### src/rtl/bit_serial_processor_n_if.sv
// Control/data bundle between the switch/button front end and the bit-serial processor.
interface bit_serial_processor_n_if #(parameter int WIDTH = 8);
    logic             i_load_a;
    logic             i_load_b;
    logic             i_execute;
    logic [WIDTH-1:0] i_din;
    logic [2:0]       i_f;
    logic [1:0]       i_r;
    logic [WIDTH-1:0] o_aval;
    logic [WIDTH-1:0] o_bval;
    logic             o_busy;
    logic             o_done;

    modport master (
        output i_load_a, i_load_b, i_execute, i_din, i_f, i_r,
        input  o_aval, o_bval, o_busy, o_done
    );

    modport slave (
        input  i_load_a, i_load_b, i_execute, i_din, i_f, i_r,
        output o_aval, o_bval, o_busy, o_done
    );
endinterface

### src/rtl/bit_serial_processor_n.sv
// Bit-serial two-register logic processor, STEP bits per clock.
// Optional input debouncing compiled in with BSP_DEBOUNCE_EN.
module bsp_debounce #(
    parameter int CYC = 3
) (
    input  logic i_clk,
    input  logic i_reset,
    input  logic i_in,
    output logic o_level
);
    localparam int CW = (CYC < 2) ? 1 : $clog2(CYC + 1);

    logic [1:0]    r_sync;
    logic          r_level;
    logic [CW-1:0] r_cnt;

    // Level flips only after CYC consecutive disagreeing samples.
    always_ff @(posedge i_clk) begin
        if (i_reset) begin
            r_sync  <= '0;
            r_level <= 1'b0;
            r_cnt   <= '0;
        end else begin
            r_sync <= {r_sync[0], i_in};
            if (r_sync[1] == r_level) begin
                r_cnt <= '0;
            end else if (r_cnt == CW'(CYC - 1)) begin
                r_level <= r_sync[1];
                r_cnt   <= '0;
            end else begin
                r_cnt <= r_cnt + 1'b1;
            end
        end
    end

    assign o_level = r_level;
endmodule

module bit_serial_processor_n #(
    parameter int WIDTH           = 8,
    parameter int STEP            = 1,
    parameter int DEBOUNCE_CYCLES = 3
) (
    input  logic                      i_clk,
    input  logic                      i_reset,
    bit_serial_processor_n_if.slave   bus
);
    localparam int N  = WIDTH / STEP;
    localparam int CW = $clog2(N + 1);

    typedef enum logic [1:0] {S_IDLE, S_SHIFT, S_HOLD} state_t;

    state_t            r_state, w_next;
    logic [WIDTH-1:0]  r_a, r_b, w_nxt_a, w_nxt_b;
    logic [2:0]        r_f;
    logic [1:0]        r_r;
    logic [CW-1:0]     r_cnt;
    logic              w_ld_a, w_ld_b, w_exe, w_last;
    logic [STEP-1:0]   w_lo_a, w_lo_b, w_res, w_sel_a, w_sel_b;

    if (WIDTH < 2 || STEP < 1 || (WIDTH % STEP) != 0 || DEBOUNCE_CYCLES < 1) begin : g_bad_cfg
        $error("bit_serial_processor_n: illegal WIDTH/STEP/DEBOUNCE_CYCLES");
    end

`ifdef BSP_DEBOUNCE_EN
    logic [2:0] w_raw, w_lvl;
    assign w_raw = {bus.i_execute, bus.i_load_b, bus.i_load_a};
    for (genvar g = 0; g < 3; g++) begin : g_db
        bsp_debounce #(.CYC(DEBOUNCE_CYCLES)) u_db (
            .i_clk  (i_clk),
            .i_reset(i_reset),
            .i_in   (w_raw[g]),
            .o_level(w_lvl[g])
        );
    end
    assign {w_exe, w_ld_b, w_ld_a} = w_lvl;
`else
    assign w_ld_a = bus.i_load_a;
    assign w_ld_b = bus.i_load_b;
    assign w_exe  = bus.i_execute;
`endif

    assign w_lo_a = r_a[STEP-1:0];
    assign w_lo_b = r_b[STEP-1:0];
    assign w_last = (r_cnt == CW'(N - 1));

    always_comb begin
        w_res = '0;
        case (r_f)
            3'b000:  w_res = w_lo_a & w_lo_b;
            3'b001:  w_res = w_lo_a | w_lo_b;
            3'b010:  w_res = w_lo_a ^ w_lo_b;
            3'b011:  w_res = '1;
            3'b100:  w_res = ~(w_lo_a & w_lo_b);
            3'b101:  w_res = ~(w_lo_a | w_lo_b);
            3'b110:  w_res = ~(w_lo_a ^ w_lo_b);
            default: w_res = '0;
        endcase
    end

    always_comb begin
        w_sel_a = w_lo_a;
        w_sel_b = w_lo_b;
        case (r_r)
            2'b01:   w_sel_b = w_res;
            2'b10:   w_sel_a = w_res;
            2'b11:   begin w_sel_a = w_lo_b; w_sel_b = w_lo_a; end
            default: ;
        endcase
    end

    // Full-width step degenerates to a plain parallel replace.
    if (STEP == WIDTH) begin : g_full
        assign w_nxt_a = w_sel_a;
        assign w_nxt_b = w_sel_b;
    end else begin : g_part
        assign w_nxt_a = {w_sel_a, r_a[WIDTH-1:STEP]};
        assign w_nxt_b = {w_sel_b, r_b[WIDTH-1:STEP]};
    end

    always_comb begin
        w_next = r_state;
        case (r_state)
            S_IDLE:  if (!(w_ld_a || w_ld_b) && w_exe) w_next = S_SHIFT;
            S_SHIFT: if (w_last) w_next = S_HOLD;
            S_HOLD:  if (!w_exe) w_next = S_IDLE;
            default: w_next = S_IDLE;
        endcase
    end

    always_ff @(posedge i_clk) begin
        if (i_reset) r_state <= S_IDLE;
        else         r_state <= w_next;
    end

    always_ff @(posedge i_clk) begin
        if (i_reset) begin
            r_a   <= '0;
            r_b   <= '0;
            r_f   <= '0;
            r_r   <= '0;
            r_cnt <= '0;
        end else begin
            case (r_state)
                S_IDLE: begin
                    if (w_ld_a || w_ld_b) begin
                        if (w_ld_a) r_a <= bus.i_din;
                        if (w_ld_b) r_b <= bus.i_din;
                    end else if (w_exe) begin
                        r_f   <= bus.i_f;
                        r_r   <= bus.i_r;
                        r_cnt <= '0;
                    end
                end
                S_SHIFT: begin
                    r_a   <= w_nxt_a;
                    r_b   <= w_nxt_b;
                    r_cnt <= r_cnt + 1'b1;
                end
                default: ;
            endcase
        end
    end

    assign bus.o_aval = r_a;
    assign bus.o_bval = r_b;
    assign bus.o_busy = (r_state == S_SHIFT);
    assign bus.o_done = (r_state == S_SHIFT) && w_last;
endmodule

### src/flat_wrapper.sv
// flat-port wrapper written by rule: the top's interface ports become plain ports
module bit_serial_processor_n_flat 
#(
    parameter int WIDTH           = 8,
    parameter int STEP            = 1,
    parameter int DEBOUNCE_CYCLES = 3
)
  (i_clk, i_reset, bus_i_load_a, bus_i_load_b, bus_i_execute, bus_i_din, bus_i_f, bus_i_r, bus_o_aval, bus_o_bval, bus_o_busy, bus_o_done);
  bit_serial_processor_n_if #(.WIDTH(WIDTH)) bus_i ();
  input  logic i_clk;
  input  logic i_reset;
  input wire logic [$bits(bus_i.i_load_a)-1:0] bus_i_load_a;
  input wire logic [$bits(bus_i.i_load_b)-1:0] bus_i_load_b;
  input wire logic [$bits(bus_i.i_execute)-1:0] bus_i_execute;
  input wire logic [$bits(bus_i.i_din)-1:0] bus_i_din;
  input wire logic [$bits(bus_i.i_f)-1:0] bus_i_f;
  input wire logic [$bits(bus_i.i_r)-1:0] bus_i_r;
  output wire logic [$bits(bus_i.o_aval)-1:0] bus_o_aval;
  output wire logic [$bits(bus_i.o_bval)-1:0] bus_o_bval;
  output wire logic [$bits(bus_i.o_busy)-1:0] bus_o_busy;
  output wire logic [$bits(bus_i.o_done)-1:0] bus_o_done;
  assign bus_i.i_load_a = bus_i_load_a;
  assign bus_i.i_load_b = bus_i_load_b;
  assign bus_i.i_execute = bus_i_execute;
  assign bus_i.i_din = bus_i_din;
  assign bus_i.i_f = bus_i_f;
  assign bus_i.i_r = bus_i_r;
  assign bus_o_aval = bus_i.o_aval;
  assign bus_o_bval = bus_i.o_bval;
  assign bus_o_busy = bus_i.o_busy;
  assign bus_o_done = bus_i.o_done;
  bit_serial_processor_n #(.WIDTH(WIDTH), .STEP(STEP), .DEBOUNCE_CYCLES(DEBOUNCE_CYCLES)) u_core (.i_clk(i_clk), .i_reset(i_reset), .bus(bus_i));
endmodule
### config.mk
export PLATFORM = sky130hd
export DESIGN_NAME = bit_serial_processor_n_flat
export DESIGN_NICKNAME = d
export VERILOG_FILES = /design/src/rtl/bit_serial_processor_n_if.sv /design/src/rtl/bit_serial_processor_n.sv /design/src/flat_wrapper.sv
export SDC_FILE = /design/constraint.sdc
export NUM_CORES = 1
export LEC_CHECK = 0
export ABC_AREA = 0
export CORE_ASPECT_RATIO = 0.8
export CORE_MARGIN = 2
export CORE_UTILIZATION = 50
export CTS_CLUSTER_DIAMETER = 100
export DETAILED_ROUTE_END_ITERATION = 12
export PLACE_DENSITY = 0.95
export SLEW_MARGIN = 25
export SYNTH_ARGS = -nofsm -noshare
export SYNTH_HDL_FRONTEND = slang
export SYNTH_SLANG_ARGS = --single-unit
### constraint.sdc
create_clock -name i_clk -period 3.3 [get_ports i_clk]
set_clock_uncertainty 0.2 [all_clocks]
set_input_delay 0.66 -clock i_clk [delete_from_list [all_inputs] [get_ports i_clk]]
set_output_delay 0.66 -clock i_clk [all_outputs]
set_load 0.05 [all_outputs]
# Word level (Yosys, flattened, before mapping)
# Index checks and enable logic that the tools add are counted.
# op_classes
addsub	1
n_eq_ne	20
n_mux	16
bitwise	7
n_reduce_logical	12
# ops
op	count
$mux 8	4
$pmux 8 s2	2
$reduce_and 3->1	5
$ne 2x2->1 const B	5
$eq 3x3->1 const B	3
$mux 4	2
$pmux 4 s2	1
$pmux 1 s7	1
$eq 2x2->1 const B	3
$eq 3x2->1 const B	2
$mux 2	3
$ne 2x1->1 const B	3
$pmux 2 s3	1
$add 4x1->4 const B	1
$eq 2x1->1 const B	2
$eq 4x3->1 const B	1
$not 1->1	4
$pmux 1 s2	2
$eq 3x1->1 const B	1
$logic_not 3->1	1
$logic_and 1x1->1	2
$logic_not 2->1	1
$reduce_bool 2->1	1
$and 1x1->1	1
4 further kinds	4
# totals
ff_bits	27
input_bits	18
out_inout_bits	18

# Depth between registers and ports, before layout
# depth
depth_word	5
mapped_depth	6
depth_no_buf	6

# Worst setup path before layout
# Ideal clock, no wire load.
# synth_timing
path_type	register -> output
start	register u_core.r_state[1]
end	output port bus_o_done
arrival_ns	1.424
setup_slack_ns	1.016
path_stages_with_launch	5
path_buffers	2
cell_sequence	dfxtp_1 -> buf_4 -> nand2b_4 -> buf_4 -> nor2_1
# synth_via
elab_chain_cells	2
# synth_lines
item	line	source
start, declared	bit_serial_processor_n.sv:53	state_t r_state, w_next;
start signal, assigned	bit_serial_processor_n.sv:133	else r_state <= w_next;
$eq 2x1->1	bit_serial_processor_n.sv:168	assign bus.o_done = (r_state == S_SHIFT) && w_last;
$logic_and 1x1->1	bit_serial_processor_n.sv:168	
end, declared	flat_wrapper.sv:21	output wire logic [$bits(bus_i.o_done)-1:0] bus_o_done;
# No other way between the ends.

# Worst setup path after layout
# layout_timing
start	register u_core.r_state[0]
end	output port bus_o_done
# The elaborated chain is that of the path after synthesis.

==> results.py <==
metrics = {
    "finish": {
        "fill_cells": 193,
        "antenna_cells": 0,
        "utilization_pct": 69.00,
        "area.growth.synth_to_final_pct": 29.58,
        "layout.nets": 209,
        "drive_above_1_share_pct": 6.417,
    },
    "detailed_routing": {
        "viasPerCell": 5.601,
        "drt-total-wl_um": 3164,
        "wl_per_cell_um": 14.19,
        "drtIter0Drc": 47,
        "firstDrtPassIters": 4,
        "vias": 1249,
        "route.detailed.drc": 0,
        "antenna_left": 0,
    },
    "yosys": {
        "netlist_area_mm2": 0.001311,
        "syn_area_per_cell_um2": 8.460,
        "synth.distinct_cells": 31,
        "synth_top_area_cell": "dfxtp_1",
        "synth_top_cell_area_share_pct": 41.22,
        "synthTopCellsByArea": "dfxtp_1 (41%), a211oi_1 (10%), nor2_1 (9.2%), a21oi_1 (4.6%), mux2i_1 (3.8%)",
        "yosysSeqAreaShare_pct": 41.22,
        "yosysWarnings": 0,
        "postSynthCellCount": 155,
        "synth_seq_cells": 27,
        "synth.net_count": 176,
    },
    "place": {
        "gp_congestion": 0.8539,
        "port_buffers": 35,
        "hpwl_um": 2340,
    },
    "setup_path": {
        "critPathCaptureType": "primary output",
        "cp.arrival_ns": 2.15,
        "required_ns": 2.44,
        "path_class": "reg -> out",
        "worstSetupStartpointType": "flip-flop",
        "path_max_fanout": 15,
    },
    "cts": {
        "clock-sinks": 27,
        "cts_setup_buffers": 0,
        "cts_root_buf": "clkbuf_4",
        "h-tree-depth": 1,
        "clk_pin_slew_ns": 0.14,
        "cts_hold_buf": 0,
        "clk_latency_ns": 0.33,
        "cts_resized": 0,
        "numCtsBuffers": 3,
        "clock_path_buffers": 2,
        "cts_tree": "done",
    },
    "global_route": {
        "grt_pass1_vias": 1163,
        "grt_pass1_wl_um": 5388,
        "grt_start_max_net_pins": 21,
        "grt_overflow": 0,
        "antenna_found_initial": 0,
        "track_usage_pct": 23.30,
    },
    "floorplanning": {
        "die_h_um": 49.81,
        "start_util_pct": 53.25,
        "rows": 16,
        "die-area_mm2": 0.003051,
        "core_area_mm2": 0.002462,
        "top_level_ports": 36,
        "chipWidth_um": 61.26,
    },
    "sta": {
        "drv_slew": 0,
        "rsz0062_at_grt": "false",
        "final_hold_viol_count": 0,
        "post-route-period-util_pct": 91.16,
        "max-slew-margin-rel_pct": 62.48,
        "min_period_ns": 3.008,
        "worstMarginPinSlew_ns": 0.5585,
        "setup_viol": 0,
        "tns_ns": 0,
        "fmax_mhz": 332.4,
    },
    "hold_path": {
        "hp-class": "reg -> reg",
    },
    "power_and_ir_drop": {
        "p_per_area_mw_per_mm2": 419.5,
        "finalPower_mw": 0.7127,
        "irDropWorstVdd_uv": 230.9,
        "leakage_nw": 0.6066,
    },
    "outcome": {
        "status": "finished, final reports clean",
    },
    "flow_run": {
        "maxCapViolations": 0,
    },
}
layer usage:
layer / up-vias / share of wire [%] / GRT usage (%) / routed length, um
met4: 0 / 1.1 / 3.623 / 35
met3: 6 / 6.5 / 4.724 / 205
met1: 576 / 42 / 29.64 / 1323
met2: 51 / 51 / 40.60 / 1599
met5: - / 0 / 0 / 0
li1: 616 / - / - / -
layout make-up:
class,instances,area (um2),share of cell area [%]
clock inverters,1,7.507,0.4418
clock buffers,3,22.52,1.325
multi-input cells,113,695.7,40.94
well taps,36,45.04,2.651
repair buffers,37,365.4,21.50
flip-flops and latches,27,540.5,31.81
inverters,6,22.52,1.325
metrics by stage:
| stage | area (um2) | hold WS, ns | setup slack, ns | cells |
|---|---|---|---|---|
| final | 1699 | 0.3250 | 0.2917 | 223 |
| after global routing | 1699 | 0.3355 | 0.1948 | 223 |
| after CTS | 1699 | 0.3116 | 0.2781 | 223 |
| after detailed placement | 1669 | 0.2857 | 0.6907 | 219 |
| after global placement | 1669 | 0.2637 | 0.7330 | 219 |
| after floorplan | 1311 | 0.2383 | 1.016 | 155 |
cells in the mapped netlist, drive strengths merged:
cell    instances
o21ai           4
xor2            1
inv             6
a21oi          12
o21bai          2
nor3            9
and2            7
nor3b           1
ha              3
a311oi          1
clkbuf          2
nand2           5
a211oi         18
mux2            1
nor2           32
a31oi           1
mux2i           5
buf             7
nand3           1
nand3b          2
dfxtp          27
o31ai           2
nor4            1
a22oi           1
nand2b          2
o21ba           2
kinds of logic after synthesis:
family / share of synthesized area, %
xor+xnor: 0.6681
flops: 41.22
buf+inv: 5.724
simple gates: 22.61
fa+ha+maj: 2.863
mux: 4.676
compound gates: 22.23
critical path, cell delays in order, from the launching register on:
cell	delay (ns)
dfxtp_1	0.62
nand2b_4	0.19
nor2_1	0.19
clkdlybuf4s50_1	0.83
state kept, by name (all words and copies together) (netlist names):
name / flops
u_core.bus.o_aval: 8
u_core.bus.o_bval: 8
u_core.r_r: 2
u_core.r_cnt: 4
u_core.r_state: 2
u_core.r_f: 3
cells in the final DEF, fill, tap and decap left out, drive strengths merged:
master / Yosys / final
a311oi: 1 / 1
nand3b: 2 / 2
nand2b: 2 / 2
nor3b: 1 / 1
dfxtp: 27 / 27
a31oi: 1 / 1
a22oi: 1 / 1
and2: 7 / 7
ha: 3 / 3
mux2i: 5 / 5
nor2: 32 / 32
o21ai: 4 / 4
o31ai: 2 / 2
a21oi: 12 / 12
clkbuf: 2 / 3
nand3: 1 / 1
o21bai: 2 / 2
o21ba: 2 / 2
nor3: 9 / 9
clkdlybuf4s50: 0 / 35
nor4: 1 / 1
inv: 6 / 6
clkinvlp: 0 / 1
nand2: 5 / 5
a211oi: 18 / 18
buf: 7 / 2
mux2: 1 / 1
xor2: 1 / 1
worst paths after layout:
path / depth (start not counted) / to / startpoint / slack [ns]
hold reg to reg: 2 / u_core.bus.o_aval[5] / u_core.bus.o_aval[5] / 0.32
hold / removal: 2 / u_core.bus.o_aval[5] / u_core.bus.o_aval[5] / 0.32
setup reg to reg: 6 / u_core.bus.o_bval[7] / u_core.bus.o_aval[0] / 1.28
setup / recovery: 3 / bus_o_done / u_core.r_state[0] / 0.29
power breakdown:
| group | switching [mW] | internal, mW | leakage [nW] |
|---|---|---|---|
| logic | 0.120 | 0.0773 | 0.370 |
| registers | 0.0205 | 0.347 | 0.222 |
| clock network | 0.101 | 0.0464 | 0.0139 |
| total | 0.242 | 0.470 | 0.607 |
Power figures use the tool's default switching activity.
==> edit: new RTL, config.mk and constraints unchanged <==
Reset style: asynchronous (`i_reset`), changed in 2 clocked blocks.
--- a/src/rtl/bit_serial_processor_n.sv
+++ b/src/rtl/bit_serial_processor_n.sv
@@ -128,12 +128,12 @@
         endcase
     end
 
-    always_ff @(posedge i_clk) begin
+    always_ff @(posedge i_clk or posedge i_reset) begin
         if (i_reset) r_state <= S_IDLE;
         else         r_state <= w_next;
     end
 
-    always_ff @(posedge i_clk) begin
+    always_ff @(posedge i_clk or posedge i_reset) begin
         if (i_reset) begin
             r_a   <= '0;
             r_b   <= '0;
Check against the original RTL: differs if i_reset is asserted again (counterexample within 4 cycles, from zero or initial values and one cycle with i_reset high); with i_reset held inactive, the same outputs for 10 cycles.
==> edit against the unedited design <==
First-iteration DRC count grew to 2.8 times the old value. Critical path depth is 1 higher. Area after synthesis is 6.9% higher. Routed wire length is 10% higher. Via count is 2.2% higher. Setup slack better by 0.020 ns. Cell area is 7.1% higher. Sequential cell count stayed put. Synthesized cell count is 6.5% lower. Register-to-register slack worse by 0.35 ns. Critical path type unchanged.
Power is not compared: it rests on default switching activity, and its combinational part moved more than twofold at a synthesized area within 25%.
==> edit: results (changes against the unedited design) <==
.. list-table::
   :header-rows: 1

   * - Metric
     - Value
   * - Result of the run
     - finished, final reports clean
   * - Global-route wire length before repair
     - 5780 um (+7.3%)
   * - Warning count from the yosys run
     - 0 (unchanged)
   * - Insertion delay to the later sink of the worst-skew pair
     - 0.33 ns (about the same)
   * - Clock buffer count from CTS
     - 3 (unchanged)
   * - Number of nets in the final layout
     - 202 (-3.3%)
   * - Number of antenna violations at the first check in global routing
     - 0 (unchanged)
   * - Clock slew seen by the registers of the worst setup and hold paths
     - 0.14 ns (about the same)
   * - Maximum fanout along the worst path
     - 5 (-10)
   * - Achievable frequency
     - 335 MHz (+0.67%)
   * - Unique masters post-synth
     - 26 (-16%)
   * - CTS Root Cell
     - sky130_fd_sc_hd__clkbuf_4
   * - Crit path arrival time
     - 2.13 ns (-0.02 ns)
   * - Initial drt markers
     - 132 (+180%)
   * - Total detailed-routing wirelength
     - 3490 um (+10%)
   * - GRT Util Overall
     - 0.231 (-0.00176)
   * - Most frequent cells after synthesis
     - sky130_fd_sc_hd__dfrtp_1 (27), sky130_fd_sc_hd__o21ai_0 (26), sky130_fd_sc_hd__a21oi_1 (15)
   * - Antenna Diode Count
     - 0 (unchanged)
   * - Pin count of the biggest net entering global routing
     - 28 (+33%)
   * - Post-placement cell area
     - 1790 um2 (+7.5%)
   * - Slowest cell on the critical path
     - sky130_fd_sc_hd__clkdlybuf4s50_1
   * - Layout cell share with drive strength beyond 1
     - 0.0722 (+0.00805)
   * - Max VDD drop
     - just under 600 uV
   * - Relative slew slack
     - 0.614 (-0.0106)
   * - Number of fill cells in the layout
     - 231 (+20%)
   * - Placed wire-length estimate after detailed placement
     - 2610 um (+12%)
   * - Top area cells in the synthesized netlist
     - sky130_fd_sc_hd__dfrtp_1 (48%), sky130_fd_sc_hd__o21ai_0 (9.3%), sky130_fd_sc_hd__a22oi_1 (5.9%)
   * - Proportion of synthesized flip-flops having asynchronous set or reset
     - 1.00 (+1.00)
   * - Leakage power figure
     - 0.000749 uW
   * - First-pass iteration count of the detailed router
     - 4 (unchanged)
   * - Critical path's top delay family
     - buffers and inverters
   * - GR Overflow Total
     - 0 (unchanged)
   * - Hold crit path type
     - reg2reg
   * - Critical path's largest stage delay
     - 0.85 ns (+0.02 ns)
   * - Worst-case clock buffer depth
     - 2 (unchanged)
   * - Detailed-route via count
     - 1277 (+2.2%)
   * - Cells resized by post-CTS repair
     - 0 (unchanged)
   * - Htree depth
     - 1 (unchanged)
   * - Vias in the first global route
     - 1214 (+4.4%)
   * - Final weighted congestion of routability-driven global placement
     - 0.820 (-4.0%)
   * - Nets in the synthesized netlist
     - 166 (-5.7%)
   * - Buffers inserted during post-CTS setup optimization
     - 0 (unchanged)
   * - Post-synthesis sequential area ratio
     - 0.482 (+0.0699)
   * - Count of input and output buffers
     - 35 (unchanged)
## edit: final timing paths
path,from,end,slack (ns),depth (start not counted)
min in group asynchronous,i_reset,u_core.r_cnt[1],0.48,3
setup / recovery,u_core.r_cnt[0],bus_o_done,0.31,4
hold / removal,u_core.bus.o_bval[4],u_core.bus.o_bval[4],0.33,2
setup reg to reg,u_core.bus.o_aval[0],u_core.bus.o_bval[7],0.93,7
hold reg to reg,u_core.bus.o_bval[4],u_core.bus.o_bval[4],0.33,2
max in group asynchronous,i_reset,u_core.bus.o_bval[5],2.17,3
## edit: tightest hold or removal path, cell delays in order, from the launching register on
cell and delay (ns):
sky130_fd_sc_hd__dfrtp_1 0.40, sky130_fd_sc_hd__nand2_1 0.05, sky130_fd_sc_hd__o21ai_0 0.06
## edit: where the power goes
part	total, uW	internal [uW]	switching (uW)
clock	146	47.6	98.5
combinational	1100	412	689
sequential	656	485	171
total	1900	945	959
## edit: cells by family after synthesis
group / share of synthesized area
buf+inv: 0.0384
mux: 0.0482
xor+xnor: 0.00625
compound gates: 0.241
flops: 0.482
fa+ha+maj: 0.0268
simple gates: 0.157
## edit: through the flow
stage | setup WS (ns) | instances | utilization
after detailed placement | 0.690 | 214 | 0.659
final | 0.312 | 218 | 0.669
after floorplan | 0.584 | 145 | -
after global placement | 0.734 | 214 | 0.659
after global routing | 0.183 | 218 | 0.669
after CTS | 0.305 | 218 | 0.669
## edit: layout make-up
type / count / area, um2 / share of cell area
well taps: 38 / 47.5 / 0.0261
flip-flops and latches: 27 / 676 / 0.371
repair buffers: 39 / 380 / 0.209
clock buffers: 4 / 26.3 / 0.0144
multi-input cells: 105 / 672 / 0.369
inverters: 5 / 18.8 / 0.0103
## edit: routing by layer
metal,vias up,share of wire,global-route usage,routed length (um)
met5,-,0,0,0
met4,0,0.010,0.0688,36
met3,5,0.084,0.0463,292
met2,64,0.51,0.417,1790
met1,616,0.39,0.284,1370
li1,592,-,-,-
